==> src/rtl/key_debouncer.sv <==
// key_debouncer: synchronizes active-low push buttons, filters bounce with a
// per-key stability counter and emits a clean level plus press/release strobes.
module key_debouncer #(
  parameter int WIDTH = 2,
  parameter int DEBOUNCE_CYCLES = 1_000_000
) (
  input  logic             clock,
  input  logic             reset_n,
  input  logic [WIDTH-1:0] key,
  output logic [WIDTH-1:0] pressed,
  output logic [WIDTH-1:0] press_pulse,
  output logic [WIDTH-1:0] release_pulse
);
  localparam int CW = $clog2(DEBOUNCE_CYCLES);
  localparam logic [CW-1:0] LAST = CW'(DEBOUNCE_CYCLES - 1);
  logic [WIDTH-1:0] sync1, sync2, stable, accept, next_stable;
  for (genvar i = 0; i < WIDTH; i++) begin : g_key
    logic [CW-1:0] count;
    assign accept[i] = (sync2[i] != stable[i]) && (count == LAST);
    always_ff @(posedge clock or negedge reset_n)
      if (!reset_n) count <= '0;
      else count <= (sync2[i] == stable[i] || accept[i]) ? '0 : count + 1'b1;
  end
  assign next_stable = (stable & ~accept) | (sync2 & accept);
  // sync1 may be metastable; only sync2 ever reads it
  always_ff @(posedge clock or negedge reset_n)
    if (!reset_n) begin
      sync1         <= '1;
      sync2         <= '1;
      stable        <= '1;
      pressed       <= '0;
      press_pulse   <= '0;
      release_pulse <= '0;
    end else begin
      sync1         <= key;
      sync2         <= sync1;
      stable        <= next_stable;
      pressed       <= ~next_stable;
      press_pulse   <= accept & ~sync2;
      release_pulse <= accept & sync2;
    end
endmodule

==> config.mk <==
export PLATFORM = sky130hd
export DESIGN_NAME = key_debouncer
export DESIGN_NICKNAME = d
export VERILOG_FILES = /design/src/rtl/key_debouncer.sv
export SDC_FILE = /design/constraint.sdc
export NUM_CORES = 1
export LEC_CHECK = 0
export CAP_MARGIN = 25
export CORE_ASPECT_RATIO = 0.7
export CORE_MARGIN = 2
export CORE_UTILIZATION = 50
export DETAILED_ROUTE_END_ITERATION = 7
export DONT_BUFFER_PORTS = 1
export MAX_ROUTING_LAYER = met4
export PLACE_DENSITY = 0.66
export SLEW_MARGIN = 5
export SYNTH_ARGS = -nofsm -noshare
export SYNTH_HDL_FRONTEND = slang
export SYNTH_SLANG_ARGS = --single-unit
==> constraint.sdc <==
create_clock -name clock -period 2.2 [get_ports clock]
set_input_delay 0 -clock clock [delete_from_list [all_inputs] [get_ports clock]]
set_output_delay 0 -clock clock [all_outputs]
set_load 0.01 [all_outputs]
==> run_results.csv <==
group,metric,value,unit
critical_path,startpoint,"g_key[0].count[7]$_DFF_PN0_",
pwr,p_leak,0.00108,uW
pwr,power.density,592,nW/um^2
timing,period_minus_slack,2.09,ns
critical_path,cp.arrival,2.33,ns
placement,place.gp.congestion,0.804,
detailed_routing,drtAntennaViolNets,0,
run_status,status,"finished clean",
finish,drive_gt1_frac,0.151,
critical_path,cp.depth,4,
cts,numCtsBuffers,5,
critical_path,max_stage_delay,0.55,ns
critical_path,critPathKind,"flip-flop to flip-flop",
timing,clock.fmax,478,MHz
critical_path,critPathLaunchType,"flip-flop",
grt,antenna_found_initial,0,
run,drv_cap,0,
timing,worst_pin_slew,0.371,ns
placement,hpwl,2900,um
critical_path,worstSetupEndpointType,"flip-flop",
logic_synthesis,yosys.area_share.adder,0.0104,
logic_synthesis,synthesis.area,2410,sq um
cts,clk_pin_slew,0.10,ns
critical_path,path_cells,"or4_1 -> or4_4 -> or2_4 -> mux2_4",
logic_synthesis,yosysUniqueCellTypes,38,
logic_synthesis,synth_edf_count,0,
timing,finalSetupViolCount,0,
detailed_routing,drc,0,
finish,syn_to_final_growth,11.3,%
critical_path,r2r_start,"g_key[0].count[7]$_DFF_PN0_",
logic_synthesis,synth_mux_area_frac,0.0234,
floorplan,dieArea,5400,sq um
critical_path,critPathSlowestCell,"or4_4",
finish,nNetsFinal,250,
pwr,vdd_ir_drop_max,0.000347,V
detailed_routing,via_per_inst,5.68,
finish,antenna_cells,0,
grt,first_global_vias,1465,
floorplan,io_pins,10,
critical_path,critPathMaxFanout,5,
logic_synthesis,synth_xor_area_frac,0.0981,
logic_synthesis,synth_top_family_by_area,"simple AND/OR/NAND/NOR gates",
detailed_routing,num_vias,1714,
cts,cts_buffer_depth,2,
cts,htree_levels,2,
logic_synthesis,synth_ff_type,"dfrtp_1",
cts,cts_tree,"yes",
timing,fin_worst_skew,0.00628,ns
critical_path,crit_family,"simple AND/OR/NAND/NOR gates",
floorplan,placementRows,21,
logic_synthesis,syn_inst,227,
grt,grt_pass1_wl,7200,um
logic_synthesis,synth-seq-area-share,0.543,
logic_synthesis,syn_area_per_cell,10.6,sq um
grt,grt_overflow,0,
placement,portBuffers,0,
logic_synthesis,yosys_warnings,0,
critical_path,worstPathRequired,2.44,ns
cts,worstSkewPairLatency,0.31,ns
logic_synthesis,synth_compound_gate_area_share,0.0556,
detailed_routing,detailedRoute.firstIterationViolations,112,
floorplan,start_util,0.512,
critical_path,reg2reg_depth,4,
cts,post_cts_buffers,0,
timing,tns,0,ns
pwr,total_power,1590,uW
detailed_routing,firstDrtPassIters,5,
cts,clk_root_buffer_cell,"clkbuf_8",
logic_synthesis,ys_async_sr_fraction,1.00,
timing,slew_headroom,0.752,
cts,clock-sinks,52,
grt,grt_max_degree,53,
logic_synthesis,ys_seq_elements,52,
floorplan,fp.dieH,62.1,um
logic_synthesis,synthSimpleGateAreaFrac,0.254,
detailed_routing,wire_per_inst,14.5,um
critical_path,cp_num_buf_inv,0,
floorplan,design.core.area,4700,sq um
hold_path,hp-class,"primary input to asynchronous set/reset pin",
grt,grt_use_total,0.185,
timing,min_period_over_period,0.951,
floorplan,die_x,87.0,um
timing,slew_viol_final,0,
logic_synthesis,synth_nets,233,
timing,finalHoldViolCount,0,
detailed_routing,routed_wl,4370,um
timing,rsz0062_at_grt,"no",
-- area by class of cell --
type,instances,area (sq um)
inverters,2,7.51
flip-flops and latches,52,1310
clock inverters,3,18.8
multi-input cells,168,1070
fillers,394,2020
well taps,57,71.3
repair buffers,15,140
clock buffers,5,68.8
-- worst reg2reg max path: cells and delay by family (launching register included) --
family,cells,cell delay [ns]
simple gates,3,1.35
flops,1,0.38
mux,1,0.30
-- repair_timing --
| action | CTS | global route |
|---|---|---|
| gates resized for setup | 0 | 1 |
| hold buffers | 4 | 0 |
| endpoints found under the setup margin | 0 | 1 |
| hold endpoints to repair | 54 | 0 |
-- path summary, 6_finish.rpt --
check                                               end  slack, ns
max                                           flip-flop       0.11
min                        g_key[1].count[16]$_DFF_PN0_       0.20
max reg2reg                                   flip-flop       0.11
min reg2reg                          sync2[0]$_DFF_PN1_       0.36
max in group asynchronous    asynchronous set/reset pin       1.71
min in group clock                   sync1[1]$_DFF_PN1_       0.23
-- cell usage after synthesis, types with 5 or more instances --
cell	count	area share
a21oi_1	11	0.023
dfrtp_1	46	0.48
dfstp_2	6	0.065
nand2_1	14	0.022
nand3_1	10	0.021
nand4_1	11	0.029
nor2_1	29	0.045
nor3_1	5	0.010
nor4_1	5	0.013
o21ai_0	7	0.015
or3_1	8	0.021
or4_1	5	0.016
xnor2_1	15	0.055
xor2_1	12	0.044
-- stage by stage --
stage               setup WS, ns  instances   util  hold slack [ns]  cell area [sq um]
finish                     0.107        302  0.570            0.200               2680
CTS                       0.0433        302  0.570            0.204               2680
global placement          0.0948        290  0.539           -0.294               2530
floorplan                 0.0378        227      -           -0.296               2410
detailed placement        0.0651        290  0.539           -0.294               2530
global route              0.0539        302  0.570            0.218               2680
-- metal layers --
metal	wire [um]	GRT usage	vias to the layer above
li1	-	-	850
met1	2390	0.281	822
met2	1720	0.236	35
met3	192	0.0476	7
met4	59	0.0603	0
met5	0	-	-
-- layout by cell type (no fill, tap or decap), drive strengths merged, types with 4 or more instances in the layout --
cell    synthesis  final
clkbuf          2      5
o31ai           4      4
nor4            5      5
nor3b           4      4
or4             6      6
nor2           29     29
nand3          10     10
nand2          14     14
buf             3     12
dfrtp          46     46
xnor2          15     15
o21ai           8      8
and3            6      6
or3             8      8
and4            4      4
dfstp           6      6
nor3            5      5
nand4          11     11
xor2           12     12
a21oi          11     11
-- sequential cells by signal, indices dropped and copies added, names as in the netlist, named ones only --
register	count
g_key.count	40
press_pulse	2
pressed	2
release_pulse	2
sync1	2
sync2	2
-- power breakdown --
part | switching (uW) | internal, uW
Clock | 320 | 222
Sequential | 11.8 | 971
Combinational | 38.1 | 24.4
Total | 370 | 1220
-- logic make-up after synthesis --
family / count (synthesis)
AOI/OAI and AO/OA: 23
xor gates and xnor gates: 27
adders and majority gates: 2
buffers and inverters: 7
DFF: 52
muxes: 5
and+or+nand+nor: 111
Power figures use the tool's default switching activity.
